File: config.mk
export PLATFORM = sky130hd
export DESIGN_NAME = ysyx_25020047_exu_mc_flat
export DESIGN_NICKNAME = d
export VERILOG_FILES = /design/src/rtl/ysyx_25020047_exu_pkg.sv /design/src/rtl/ysyx_25020047_exu_mc_if.sv /design/src/rtl/ysyx_25020047_muldiv_iter.sv /design/src/rtl/ysyx_25020047_exu_mc.sv /design/src/flat_wrapper.sv
export SDC_FILE = /design/constraint.sdc
export NUM_CORES = 1
export LEC_CHECK = 0
export CAP_MARGIN = 10
export CORE_MARGIN = 8
export CORE_UTILIZATION = 59
export CTS_BUF_LIST = sky130_fd_sc_hd__clkbuf_16
export DETAILED_ROUTE_END_ITERATION = 16
export HOLD_SLACK_MARGIN = 0.06
export PLACE_DENSITY = 0.83
export RECOVER_POWER = 100
export SLEW_MARGIN = 25
export SYNTH_ARGS = -nofsm -noshare
export SYNTH_HDL_FRONTEND = slang
export SYNTH_SLANG_ARGS = --single-unit
export TNS_END_PERCENT = 30
File: constraint.sdc
create_clock -name clock -period 2.5 [get_ports clock]
set_clock_uncertainty 0.1 [all_clocks]
set_input_delay 0.625 -clock clock [delete_from_list [all_inputs] [get_ports clock]]
set_output_delay 0.625 -clock clock [all_outputs]
set_load 0.01 [all_outputs]
File: src/rtl/ysyx_25020047_exu_pkg.sv
// Shared types for the NPC execute unit: opcodes, FSM states, write-back/memory intent flags.
package ysyx_25020047_exu_pkg;

    localparam int unsigned OP_W = 5;

    typedef enum logic [OP_W-1:0] {
        OpAdd, OpSub, OpAnd, OpOr, OpXor, OpSll, OpSrl, OpSra, OpSlt, OpSltu,
        OpPassb, OpJalr, OpLoad, OpStore,
        OpMul, OpMulh, OpMulhu, OpMulhsu, OpDiv, OpDivu, OpRem, OpRemu
    } op_e;

    typedef enum logic [1:0] {StIdle, StBusy, StDone} state_e;

    typedef struct packed {
        logic reg_wen;
        logic mem_rd;
        logic mem_wr;
        logic illegal;
    } flags_t;

    // Sliced down to XLEN by users; divide-by-zero quotient is all ones.
    localparam logic [63:0] DIV_ZERO_Q  = '1;
    localparam logic [63:0] DIV_OVF_REM = '0;

    function automatic logic is_muldiv(logic [OP_W-1:0] op);
        return op inside {OpMul, OpMulh, OpMulhu, OpMulhsu, OpDiv, OpDivu, OpRem, OpRemu};
    endfunction

endpackage

File: src/rtl/ysyx_25020047_exu_mc_if.sv
// IDU -> EXU -> LSU/WBU handshake bundle; master drives operands, slave is the EXU.
interface ysyx_25020047_exu_mc_if #(
    parameter int unsigned XLEN = 32,
    parameter int unsigned RD_W = 5
);
    import ysyx_25020047_exu_pkg::*;

    logic            in_valid;
    logic            in_ready;
    logic [OP_W-1:0] in_op;
    logic [XLEN-1:0] in_a;
    logic [XLEN-1:0] in_b;
    logic [RD_W-1:0] in_rd;
    logic            out_valid;
    logic            out_ready;
    logic [XLEN-1:0] out_result;
    logic [RD_W-1:0] out_rd;
    logic            out_reg_wen;
    logic            out_mem_rd;
    logic            out_mem_wr;
    logic            out_illegal;

    modport master (
        output in_valid, in_op, in_a, in_b, in_rd, out_ready,
        input  in_ready, out_valid, out_result, out_rd,
               out_reg_wen, out_mem_rd, out_mem_wr, out_illegal
    );

    modport slave (
        input  in_valid, in_op, in_a, in_b, in_rd, out_ready,
        output in_ready, out_valid, out_result, out_rd,
               out_reg_wen, out_mem_rd, out_mem_wr, out_illegal
    );

endinterface

File: src/rtl/ysyx_25020047_muldiv_iter.sv
// Iterative M-extension unit: shift-add multiply / restoring divide on magnitudes, XLEN steps,
// sign fixup applied combinationally on the final result.
module ysyx_25020047_muldiv_iter
    import ysyx_25020047_exu_pkg::*;
#(
    parameter int unsigned XLEN = 32
) (
    input  logic            clock,
    input  logic            rst_n,
    input  logic            start,
    input  logic [OP_W-1:0] op,
    input  logic [XLEN-1:0] a,
    input  logic [XLEN-1:0] b,
    output logic            done,
    output logic [XLEN-1:0] result
);
    localparam int unsigned CW = $clog2(XLEN + 1);
    localparam logic [CW-1:0] ITERS = CW'(XLEN);

    logic            busy_q, busy_d, neg_q, neg_d, zero_q, zero_d;
    logic [CW-1:0]   cnt_q, cnt_d;
    logic [OP_W-1:0] op_q, op_d;
    // x: multiplicand (mul) or dividend/quotient shifter (div); acc: product or remainder
    logic [2*XLEN-1:0] x_q, x_d, acc_q, acc_d;
    logic [XLEN-1:0]   y_q, y_d;

    logic            a_sgn, b_sgn, is_div;
    logic [XLEN-1:0] a_mag, b_mag, quo, rem;
    logic [XLEN:0]   rem_sh, diff;
    logic [2*XLEN-1:0] prod;

    assign a_sgn  = a[XLEN-1] && (op inside {OpMulh, OpMulhsu, OpDiv, OpRem});
    assign b_sgn  = b[XLEN-1] && (op inside {OpMulh, OpDiv, OpRem});
    assign a_mag  = a_sgn ? -a : a;
    assign b_mag  = b_sgn ? -b : b;
    assign is_div = op_q inside {OpDiv, OpDivu, OpRem, OpRemu};
    assign rem_sh = {acc_q[XLEN-1:0], x_q[XLEN-1]};
    assign diff   = rem_sh - {1'b0, y_q};
    assign done   = busy_q && (cnt_q == '0);

    always_comb begin
        busy_d = busy_q;
        cnt_d  = cnt_q;
        op_d   = op_q;
        neg_d  = neg_q;
        zero_d = zero_q;
        x_d    = x_q;
        y_d    = y_q;
        acc_d  = acc_q;
        if (start) begin
            busy_d = 1'b1;
            cnt_d  = ITERS;
            op_d   = op;
            neg_d  = (op == OpRem) ? a_sgn : (a_sgn ^ b_sgn);
            zero_d = (b == '0);
            x_d    = {{XLEN{1'b0}}, a_mag};
            y_d    = b_mag;
            acc_d  = '0;
        end else if (done) begin
            busy_d = 1'b0;
        end else if (busy_q) begin
            cnt_d = cnt_q - CW'(1);
            if (is_div) begin
                x_d   = {x_q[2*XLEN-1:XLEN], x_q[XLEN-2:0], ~diff[XLEN]};
                acc_d = {acc_q[2*XLEN-1:XLEN], diff[XLEN] ? rem_sh[XLEN-1:0] : diff[XLEN-1:0]};
            end else begin
                if (y_q[0]) acc_d = acc_q + x_q;
                x_d = x_q << 1;
                y_d = y_q >> 1;
            end
        end
    end

    // MIN / -1 needs no special case: |MIN| / 1 negated wraps back to MIN, remainder 0.
    always_comb begin
        prod   = neg_q ? -acc_q : acc_q;
        quo    = neg_q ? -x_q[XLEN-1:0] : x_q[XLEN-1:0];
        rem    = neg_q ? -acc_q[XLEN-1:0] : acc_q[XLEN-1:0];
        result = '0;
        case (op_q)
            OpMul:                     result = prod[XLEN-1:0];
            OpMulh, OpMulhu, OpMulhsu: result = prod[2*XLEN-1:XLEN];
            OpDiv, OpDivu:             result = zero_q ? DIV_ZERO_Q[XLEN-1:0] : quo;
            OpRem, OpRemu:             result = rem;
            default:                   result = '0;
        endcase
    end

    always_ff @(posedge clock or negedge rst_n) begin
        if (!rst_n) begin
            busy_q <= 1'b0;
            cnt_q  <= '0;
            op_q   <= '0;
            neg_q  <= 1'b0;
            zero_q <= 1'b0;
            x_q    <= '0;
            y_q    <= '0;
            acc_q  <= '0;
        end else begin
            busy_q <= busy_d;
            cnt_q  <= cnt_d;
            op_q   <= op_d;
            neg_q  <= neg_d;
            zero_q <= zero_d;
            x_q    <= x_d;
            y_q    <= y_d;
            acc_q  <= acc_d;
        end
    end

endmodule

File: src/rtl/ysyx_25020047_exu_mc.sv
// NPC execute unit: single-cycle ALU plus optional iterative mul/div, registered result.
// Define YSYX_25020047_EXU_MULDIV_EN to build the M-extension path; otherwise M ops are illegal.
module ysyx_25020047_exu_mc
    import ysyx_25020047_exu_pkg::*;
#(
    parameter int unsigned XLEN = 32,
    parameter int unsigned RD_W = 5
) (
    input logic                   clock,
    input logic                   rst_n,
    ysyx_25020047_exu_mc_if.slave bus
);
    localparam int unsigned SHW = $clog2(XLEN);

    state_e          state_q, state_d;
    logic [XLEN-1:0] result_q, result_d, alu_res, sum;
    logic [RD_W-1:0] rd_q, rd_d;
    flags_t          flags_q, flags_d, alu_flags;
    logic [SHW-1:0]  sh;
    logic            accept;

    assign sh  = bus.in_b[SHW-1:0];
    assign sum = bus.in_a + bus.in_b;

    always_comb begin
        alu_res   = '0;
        alu_flags = '{reg_wen: 1'b1, mem_rd: 1'b0, mem_wr: 1'b0, illegal: 1'b0};
        case (bus.in_op)
            OpAdd:   alu_res = sum;
            OpSub:   alu_res = bus.in_a - bus.in_b;
            OpAnd:   alu_res = bus.in_a & bus.in_b;
            OpOr:    alu_res = bus.in_a | bus.in_b;
            OpXor:   alu_res = bus.in_a ^ bus.in_b;
            OpSll:   alu_res = bus.in_a << sh;
            OpSrl:   alu_res = bus.in_a >> sh;
            OpSra:   alu_res = $unsigned($signed(bus.in_a) >>> sh);
            OpSlt:   alu_res = {{(XLEN-1){1'b0}}, $signed(bus.in_a) < $signed(bus.in_b)};
            OpSltu:  alu_res = {{(XLEN-1){1'b0}}, bus.in_a < bus.in_b};
            OpPassb: alu_res = bus.in_b;
            OpJalr:  alu_res = {sum[XLEN-1:1], 1'b0};
            OpLoad: begin
                alu_res          = sum;
                alu_flags.mem_rd = 1'b1;
            end
            OpStore: begin
                alu_res           = sum;
                alu_flags.reg_wen = 1'b0;
                alu_flags.mem_wr  = 1'b1;
            end
`ifdef YSYX_25020047_EXU_MULDIV_EN
            OpMul, OpMulh, OpMulhu, OpMulhsu, OpDiv, OpDivu, OpRem, OpRemu: begin
            end
`endif
            default: alu_flags = '{reg_wen: 1'b0, mem_rd: 1'b0, mem_wr: 1'b0, illegal: 1'b1};
        endcase
    end

`ifdef YSYX_25020047_EXU_MULDIV_EN
    logic            md_start, md_done;
    logic [XLEN-1:0] md_result;

    ysyx_25020047_muldiv_iter #(
        .XLEN(XLEN)
    ) u_muldiv (
        .clock (clock),
        .rst_n (rst_n),
        .start (md_start),
        .op    (bus.in_op),
        .a     (bus.in_a),
        .b     (bus.in_b),
        .done  (md_done),
        .result(md_result)
    );
`endif

    assign bus.in_ready = (state_q == StIdle) || (state_q == StDone && bus.out_ready);
    assign accept       = bus.in_valid && bus.in_ready;

    always_comb begin
        state_d  = state_q;
        result_d = result_q;
        rd_d     = rd_q;
        flags_d  = flags_q;
`ifdef YSYX_25020047_EXU_MULDIV_EN
        md_start = 1'b0;
`endif
        if (state_q == StDone && bus.out_ready) state_d = StIdle;
        if (accept) begin
            rd_d     = bus.in_rd;
            state_d  = StDone;
            result_d = alu_res;
            flags_d  = alu_flags;
`ifdef YSYX_25020047_EXU_MULDIV_EN
            if (is_muldiv(bus.in_op)) begin
                md_start = 1'b1;
                state_d  = StBusy;
            end
`endif
        end
`ifdef YSYX_25020047_EXU_MULDIV_EN
        if (state_q == StBusy && md_done) begin
            state_d  = StDone;
            result_d = md_result;
            flags_d  = '{reg_wen: 1'b1, mem_rd: 1'b0, mem_wr: 1'b0, illegal: 1'b0};
        end
`endif
    end

    always_ff @(posedge clock or negedge rst_n) begin
        if (!rst_n) begin
            state_q  <= StIdle;
            result_q <= '0;
            rd_q     <= '0;
            flags_q  <= '0;
        end else begin
            state_q  <= state_d;
            result_q <= result_d;
            rd_q     <= rd_d;
            flags_q  <= flags_d;
        end
    end

    assign bus.out_valid   = (state_q == StDone);
    assign bus.out_result  = result_q;
    assign bus.out_rd      = rd_q;
    assign bus.out_reg_wen = flags_q.reg_wen;
    assign bus.out_mem_rd  = flags_q.mem_rd;
    assign bus.out_mem_wr  = flags_q.mem_wr;
    assign bus.out_illegal = flags_q.illegal;

endmodule

File: src/flat_wrapper.sv
// flat-port wrapper written by rule: the top's interface ports become plain ports
module ysyx_25020047_exu_mc_flat import ysyx_25020047_exu_pkg::*;
#(
    parameter int unsigned XLEN = 32,
    parameter int unsigned RD_W = 5
)
  (clock, rst_n, bus_in_valid, bus_in_op, bus_in_a, bus_in_b, bus_in_rd, bus_out_ready, bus_in_ready, bus_out_valid, bus_out_result, bus_out_rd, bus_out_reg_wen, bus_out_mem_rd, bus_out_mem_wr, bus_out_illegal);
  ysyx_25020047_exu_mc_if #(.XLEN(XLEN), .RD_W(RD_W)) bus_i ();
  input logic clock;
  input logic rst_n;
  input wire logic [$bits(bus_i.in_valid)-1:0] bus_in_valid;
  input wire logic [$bits(bus_i.in_op)-1:0] bus_in_op;
  input wire logic [$bits(bus_i.in_a)-1:0] bus_in_a;
  input wire logic [$bits(bus_i.in_b)-1:0] bus_in_b;
  input wire logic [$bits(bus_i.in_rd)-1:0] bus_in_rd;
  input wire logic [$bits(bus_i.out_ready)-1:0] bus_out_ready;
  output wire logic [$bits(bus_i.in_ready)-1:0] bus_in_ready;
  output wire logic [$bits(bus_i.out_valid)-1:0] bus_out_valid;
  output wire logic [$bits(bus_i.out_result)-1:0] bus_out_result;
  output wire logic [$bits(bus_i.out_rd)-1:0] bus_out_rd;
  output wire logic [$bits(bus_i.out_reg_wen)-1:0] bus_out_reg_wen;
  output wire logic [$bits(bus_i.out_mem_rd)-1:0] bus_out_mem_rd;
  output wire logic [$bits(bus_i.out_mem_wr)-1:0] bus_out_mem_wr;
  output wire logic [$bits(bus_i.out_illegal)-1:0] bus_out_illegal;
  assign bus_i.in_valid = bus_in_valid;
  assign bus_i.in_op = bus_in_op;
  assign bus_i.in_a = bus_in_a;
  assign bus_i.in_b = bus_in_b;
  assign bus_i.in_rd = bus_in_rd;
  assign bus_i.out_ready = bus_out_ready;
  assign bus_in_ready = bus_i.in_ready;
  assign bus_out_valid = bus_i.out_valid;
  assign bus_out_result = bus_i.out_result;
  assign bus_out_rd = bus_i.out_rd;
  assign bus_out_reg_wen = bus_i.out_reg_wen;
  assign bus_out_mem_rd = bus_i.out_mem_rd;
  assign bus_out_mem_wr = bus_i.out_mem_wr;
  assign bus_out_illegal = bus_i.out_illegal;
  ysyx_25020047_exu_mc #(.XLEN(XLEN), .RD_W(RD_W)) u_core (.clock(clock), .rst_n(rst_n), .bus(bus_i));
endmodule
==> results_tabular.tex, run 1 <==
\begin{tabular}{lr}
\hline
Metric & Value \\
\hline
\multicolumn{2}{l}{\textbf{Synthesis}} \\
Unique cell type count in the Yosys netlist & 83 \\
Syn nets & around 1,600 \\
Number of cells produced by synthesis & between 1,000 and 1,500 \\
Avg Synthesized Cell Area & between 7 and 8 um2 \\
Summed instance area of the synthesized netlist & 10,500 um2 \\
Sequential-to-total area share from yosys stat & 10.0\% \\
Yosys warns & 0 \\
Async set-or-reset flop fraction in the synthesized netlist & 100\% \\
Count of flip-flops with a built-in enable after synthesis & 0 \\
Most frequently used flop master after synthesis & sky130\_fd\_sc\_hd\_\_dfrtp\_1 \\
Flip-flop and latch count after synthesis & 42 \\
\multicolumn{2}{l}{\textbf{Die}} \\
Die height & roughly 150 um \\
Effective utilization at floorplan & 60.3\% \\
Ports placed on the boundary & 121 \\
X dimension of the die & 149 um \\
Row count & 48 \\
\multicolumn{2}{l}{\textbf{Clock tree}} \\
PostCTS Resize Cnt & 425 \\
Hold-fix buffers, CTS & 0 \\
Root buffer cell & sky130\_fd\_sc\_hd\_\_clkbuf\_16 \\
Maximum buffer depth of the clock tree & 2 \\
Number of sinks on the clock net & 42 \\
Level count of the clock H-tree & 2 \\
TritonCTS Buffers & 5 \\
Setup fix buffers added after clock tree synthesis & 44 \\
\multicolumn{2}{l}{\textbf{Run status}} \\
Result of the run & did not finish \\
Stopped at & clock tree synthesis \\
Error message & [ERROR DPL-0038] Utilization greater than 100\%, impossible to legalize \\
\multicolumn{2}{l}{\textbf{Placed design}} \\
Hpwl dp & around 47,000 um \\
Count of placed standard cells including taps & 2,196 \\
Placement Cell Area & 15,600 um2 \\
Gp weighted congestion & 1.20 \\
Number of buffers added on ports & 120 \\
\hline
\end{tabular}
-- cells in the mapped netlist, types with 5 or more instances --
master	instances	area (um2)
sky130_fd_sc_hd__a2111oi_0	9	78.8
sky130_fd_sc_hd__a211oi_1	25	188
sky130_fd_sc_hd__a21o_1	16	120
sky130_fd_sc_hd__a21oi_1	112	561
sky130_fd_sc_hd__a221o_1	7	70.1
sky130_fd_sc_hd__a221oi_1	29	254
sky130_fd_sc_hd__a22oi_1	23	173
sky130_fd_sc_hd__a31oi_1	23	144
sky130_fd_sc_hd__a32oi_1	5	43.8
sky130_fd_sc_hd__a41oi_1	6	52.6
sky130_fd_sc_hd__and2_1	8	50.1
sky130_fd_sc_hd__and3_1	10	62.6
sky130_fd_sc_hd__buf_1	9	33.8
sky130_fd_sc_hd__buf_2	23	115
sky130_fd_sc_hd__clkbuf_1	81	304
sky130_fd_sc_hd__dfrtp_1	42	1050
sky130_fd_sc_hd__ha_1	100	1250
sky130_fd_sc_hd__inv_1	89	334
sky130_fd_sc_hd__mux2_2	30	338
sky130_fd_sc_hd__mux2i_1	55	551
sky130_fd_sc_hd__mux4_2	31	698
sky130_fd_sc_hd__nand2_1	137	514
sky130_fd_sc_hd__nand2b_1	15	93.8
sky130_fd_sc_hd__nand3_1	36	180
sky130_fd_sc_hd__nand4_1	8	50.1
sky130_fd_sc_hd__nor2_1	132	495
sky130_fd_sc_hd__nor2b_1	16	100
sky130_fd_sc_hd__nor3_1	35	175
sky130_fd_sc_hd__nor4_1	13	81.3
sky130_fd_sc_hd__o2111ai_1	11	96.3
sky130_fd_sc_hd__o211ai_1	23	173
sky130_fd_sc_hd__o21a_1	5	37.5
sky130_fd_sc_hd__o21ai_0	112	561
sky130_fd_sc_hd__o21bai_1	7	52.6
sky130_fd_sc_hd__o221ai_1	13	114
sky130_fd_sc_hd__o22ai_1	17	106
sky130_fd_sc_hd__o31ai_1	17	128
sky130_fd_sc_hd__or3_1	6	37.5
sky130_fd_sc_hd__or4_1	7	52.6
sky130_fd_sc_hd__xnor2_1	14	123
-- cells by family after synthesis --
kind of cell,count (synthesis),share of synthesized area (%)
and+or+nand+nor,441,19.5
DFF,42,10.0
xor gates and xnor gates,17,1.42
AOI/OAI and AO/OA,519,33.7
adders and majority gates,102,12.3
muxes,116,15.1
buffers and inverters,209,7.87
-- through the flow --
stage / utilization, % / hold slack (ns) / setup slack [ns] / TNS, ns
2_1_floorplan: - / 0.229 / -0.967 / -19.36
3_5_place_dp: 89.9 / 0.369 / -1.57 / -41.24
3_3_place_gp: 89.9 / 0.364 / -1.29 / -35.00
==> inputs of run 2 (changes only) <==
--- a/config.mk
+++ b/config.mk
@@ -7,11 +7,9 @@
 export LEC_CHECK = 0
 export CAP_MARGIN = 10
 export CORE_MARGIN = 8
-export CORE_UTILIZATION = 59
-export CTS_BUF_LIST = sky130_fd_sc_hd__clkbuf_16
+export CORE_UTILIZATION = 40
 export DETAILED_ROUTE_END_ITERATION = 16
-export HOLD_SLACK_MARGIN = 0.06
-export PLACE_DENSITY = 0.83
+export PLACE_DENSITY_LB_ADDON = 0.15
 export RECOVER_POWER = 100
 export SLEW_MARGIN = 25
 export SYNTH_ARGS = -nofsm -noshare
==> results_tabular.tex, run 2 <==
\begin{tabular}{lr}
\hline
Metric & Value \\
\hline
\multicolumn{2}{l}{\textbf{Run status}} \\
Result of the run & finished with violations (was did not finish) \\
Failing checks & negative setup slack \\
\multicolumn{2}{l}{\textbf{Synthesis}} \\
Most used standard cell by instance count after synthesis & sky130\_fd\_sc\_hd\_\_nand2\_1 (unchanged) \\
Unique cell type count in the Yosys netlist & 83 (unchanged) \\
Syn nets & 1,626 (unchanged) \\
Flip-flop and latch count after synthesis & 42 (unchanged) \\
Yosys warns & 0 (unchanged) \\
Sequential-to-total area share from yosys stat & 10.0\% (unchanged) \\
Share of the synthesized area in the top cell type & 11.9\% (unchanged) \\
Count of flip-flops with a built-in enable after synthesis & 0 (unchanged) \\
Avg Synthesized Cell Area & 7.24 um2 (unchanged) \\
Top post-synthesis cells by area & sky130\_fd\_sc\_hd\_\_ha\_1 12\%, sky130\_fd\_sc\_hd\_\_dfrtp\_1 10\%, sky130\_fd\_sc\_hd\_\_mux4\_2 6.7\% (unchanged) \\
Summed instance area of the synthesized netlist & 10,500 um2 (unchanged) \\
Dominant cell type by area after synthesis & sky130\_fd\_sc\_hd\_\_ha\_1 (unchanged) \\
Async set-or-reset flop fraction in the synthesized netlist & 100\% (unchanged) \\
Most frequent cells after synthesis & 137 x sky130\_fd\_sc\_hd\_\_nand2\_1, 132 x sky130\_fd\_sc\_hd\_\_nor2\_1, 112 x sky130\_fd\_sc\_hd\_\_a21oi\_1, 112 x sky130\_fd\_sc\_hd\_\_o21ai\_0, 100 x sky130\_fd\_sc\_hd\_\_ha\_1 (unchanged) \\
Number of cells produced by synthesis & 1,446 (unchanged) \\
Most frequently used flop master after synthesis & sky130\_fd\_sc\_hd\_\_dfrtp\_1 (unchanged) \\
\multicolumn{2}{l}{\textbf{STA}} \\
Setup repair after global routing missed its margin & yes \\
Hold Slack & 0.370 ns \\
Share of the clock period used by the worst path & 125\% \\
Minimum period implied by the final worst setup slack & just over 3 ns \\
Worst Max-Slew Pin Slew & between 1 and 1.5 ns \\
Worst slew margin & 11.2\% \\
Number of endpoints failing setup at the final stage & 32 \\
Max Clock Freq & between 0.3 and 0.4 GHz \\
Setup ws final & -0.617 ns \\
Final Hold Violating Endpoints & 0 \\
Max Transition Viols Final & 0 \\
\multicolumn{2}{l}{\textbf{Pwr}} \\
Switch Pwr & 2440 uW \\
Power Density & 296 nW/um2 \\
P\_leak & 0.00843 uW \\
Worst supply voltage drop on vdd & 291 uV \\
Cell-internal power & 3030 uW \\
Clock network power share & 13.8\% \\
Logic pwr share & 71.5\% \\
Switching share of power & 44.6\% \\
Sequential share of power & 14.7\% \\
\multicolumn{2}{l}{\textbf{Placed design}} \\
Count of placed standard cells including taps & 2,372 (was 2,196) \\
Hpwl dp & 48,200 um (was 47,300 um) \\
Pre-CTS WS & -1.56 ns (was -1.57 ns) \\
Number of buffers added on ports & 120 (unchanged) \\
Gp weighted congestion & 1.05 (was 1.20) \\
\multicolumn{2}{l}{\textbf{Clock tree}} \\
Root buffer cell & sky130\_fd\_sc\_hd\_\_clkbuf\_16 (unchanged) \\
Number of sinks on the clock net & 42 (unchanged) \\
TritonCTS Buffers & 5 (unchanged) \\
Level count of the clock H-tree & 2 (unchanged) \\
Clock slew at the register clock pins of the worst setup and hold paths & $\sim$0.090 ns \\
Maximum buffer depth of the clock tree & 2 (unchanged) \\
Hold-fix buffers, CTS & 0 (unchanged) \\
Clock insertion delay at the later pin of the skew report & 0.31 ns \\
CTS tree & built \\
\multicolumn{2}{l}{\textbf{Global route}} \\
Wire length of the first global-routing pass & 89,500 um \\
Total GRT Usage & roughly 37\% \\
Number of global-route vias before repair & between 10,000 and 15,000 \\
Congestion Overflow GR & 0 \\
Initial antenna violation count & 1 \\
Maximum number of pins on one net before global-route repair & 63 \\
\multicolumn{2}{l}{\textbf{Critical path}} \\
R2R Path Start & u\_core.state\_q[1] \\
Data required time of the worst path & 2.61 ns \\
Crit path max fanout & 4 \\
Highest-delay cell along the critical path & sky130\_fd\_sc\_hd\_\_a2111oi\_4 \\
WP data arrival & roughly 3.2 ns \\
Reg2Reg Setup Slack & 0.32 ns \\
Delay contributed by the slowest stage of the critical path & 0.46 ns \\
Reg2Reg Depth & 10 \\
Crit path capture type & register \\
Kind of critical path & input pin to register \\
End of the worst register-to-register path & u\_core.bus.out\_result[9] \\
Element type at the critical path start & input pin \\
Cell-by-cell listing of the critical path & buf\_2 -> buf\_4 -> ha\_4 -> o21bai\_4 -> a2111oi\_4 -> o21ai\_2 -> a31o\_4 -> a211oi\_4 -> buf\_4 -> o21ai\_2 -> a221o\_1 -> a221o\_1 \\
\multicolumn{2}{l}{\textbf{Layout}} \\
Cell Count, Final, Fillers Out & 2,448 \\
Layout filler cell count & 2,064 \\
Layout-stage area growth over the synthesis result & 76.8\% \\
Number of nets in the layout & 2,292 \\
Antenna Cells & 0 \\
Area of combinational cells with multiple inputs & 10,000 um2 \\
Fraction of final layout cells sized beyond drive strength 1 & 47.5\% \\
Most common library cell in the layout ignoring fill and taps & sky130\_fd\_sc\_hd\_\_buf\_4 \\
Combined flip-flop and latch cell area & 1050 um2 \\
Highest-count cells in the layout ignoring fill and taps & 599 x sky130\_fd\_sc\_hd\_\_buf\_4, 129 x sky130\_fd\_sc\_hd\_\_nand2\_1, 120 x sky130\_fd\_sc\_hd\_\_nor2\_1 \\
Max reg flops & 32 \\
\multicolumn{2}{l}{\textbf{Worst hold path}} \\
WHS Path Cells & 2 \\
Hold WC Path Type & register to register \\
Startpoint of the tightest hold check path & u\_core.bus.out\_mem\_rd \\
Hold Path Sink & u\_core.bus.out\_mem\_rd \\
\multicolumn{2}{l}{\textbf{Detailed routing}} \\
Post-detailed-route count of antenna-violating nets & 0 \\
Iteration-0 DRC Markers & 1,879 \\
Final routed wirelength across all metal layers & 62,300 um \\
Number of detailed-routing iterations run before antenna repair & 8 \\
Average via count per standard cell & 6.29 \\
Routed WL per cell & between 20 and 30 um \\
Total vias in the final route & 15,400 \\
Total DRC errors in the routed layout & 0 \\
\multicolumn{2}{l}{\textbf{Die}} \\
Std-Cell Core Area & 25,900 um2 \\
Row count & 59 (was 48) \\
Ports placed on the boundary & 121 (unchanged) \\
Effective utilization at floorplan & 40.4\% (was 60.3\%) \\
X dimension of the die & 178 um (was 149 um) \\
Die height & 178 um (was 149 um) \\
Floorplan die area & 31,600 um2 \\
\multicolumn{2}{l}{\textbf{Job}} \\
MaxCap Viol Count & 0 \\
\hline
\end{tabular}
-- run 2: cell counts after synthesis --
Identical to the previous run, type by type.
-- run 2: per-stage QoR --
stage / total power [uW] / setup TNS [ns] / utilization [%] / cell area, um2
after detailed placement: 4100 / -40.28 / 62.6 / 16200
after global routing: 5690 / -17.47 / 71.5 / 18500
after floorplan: 2300 / -19.36 / - / 10600
final: 5470 / -14.93 / 71.5 / 18500
after global placement: 4080 / -38.34 / 62.6 / 16200
after CTS: 5190 / -11.87 / 68.3 / 17700
-- run 2: final cells by class --
cell class                      instances  area share (%)
Clock buffer                            6           0.696
Sequential cell                        42            5.68
Multi-Input combinational cell       1195            54.2
Tap cell                              335            2.26
Timing Repair Buffer                  775            35.0
Clock inverter                          2          0.0743
Inverter                               93            2.00
-- run 2: power by group through the flow --
| stage | Sequential (uW) | Clock [uW] | Combinational (uW) |
|---|---|---|---|
| final | 805 | 756 | 3910 |
| after global routing | 812 | 773 | 4100 |
| after CTS | 805 | 752 | 3630 |
| after detailed placement | 819 | 0 | 3280 |
| after global placement | 817 | 0 | 3260 |
| after floorplan | 833 | 0 | 1460 |
-- run 2: per-layer routing --
| metal | global-route usage (%) | vias up | part of all wire [%] |
|---|---|---|---|
| met3 | 5.72 | 255 | 10 |
| li1 | - | 6790 | - |
| met5 | 0 | - | 0.021 |
| met1 | 46.7 | 7323 | 38 |
| met2 | 59.2 | 1032 | 44 |
| met4 | 21.4 | 2 | 7.5 |
-- run 2: worst max-delay path: cells and delay by family --
family          cells  cell delay, ns
compound gates      8            1.98
buf+inv             3            0.44
fa+ha+maj           1            0.17
-- run 2: cells by family after synthesis --
group                      synth area share, %
adders and majority gates                 12.3
xor gates and xnor gates                  1.42
DFF                                       10.0
and+or+nand+nor                           19.5
buffers and inverters                     7.87
muxes                                     15.1
AOI/OAI and AO/OA                         33.7
-- run 2: how the worst max path moves through the flow --
stage | startpoint | endpoint | depth (start not counted)
floorplan | bus_in_b[2] | u_core.bus.out_result[22] | 15
global placement | bus_in_a[1] | u_core.bus.out_result[31] | 12
detailed placement | bus_in_a[1] | u_core.bus.out_result[15] | 11
CTS | bus_in_b[0] | u_core.bus.out_result[22] | 13
global route | bus_in_a[2] | u_core.bus.out_result[20] | 12
finish | bus_in_a[2] | u_core.bus.out_result[20] | 12
-- run 2: timing repair --
action / CTS / global route
setup buffers: 28 / 37
pin swaps: 83 / 49
gates resized for setup: 355 / 128
hold endpoints to repair: 0 / 0
cloned: 1 / 3
endpoints found under the setup margin: 33 / 32
(Power assumes the default switching activity.)
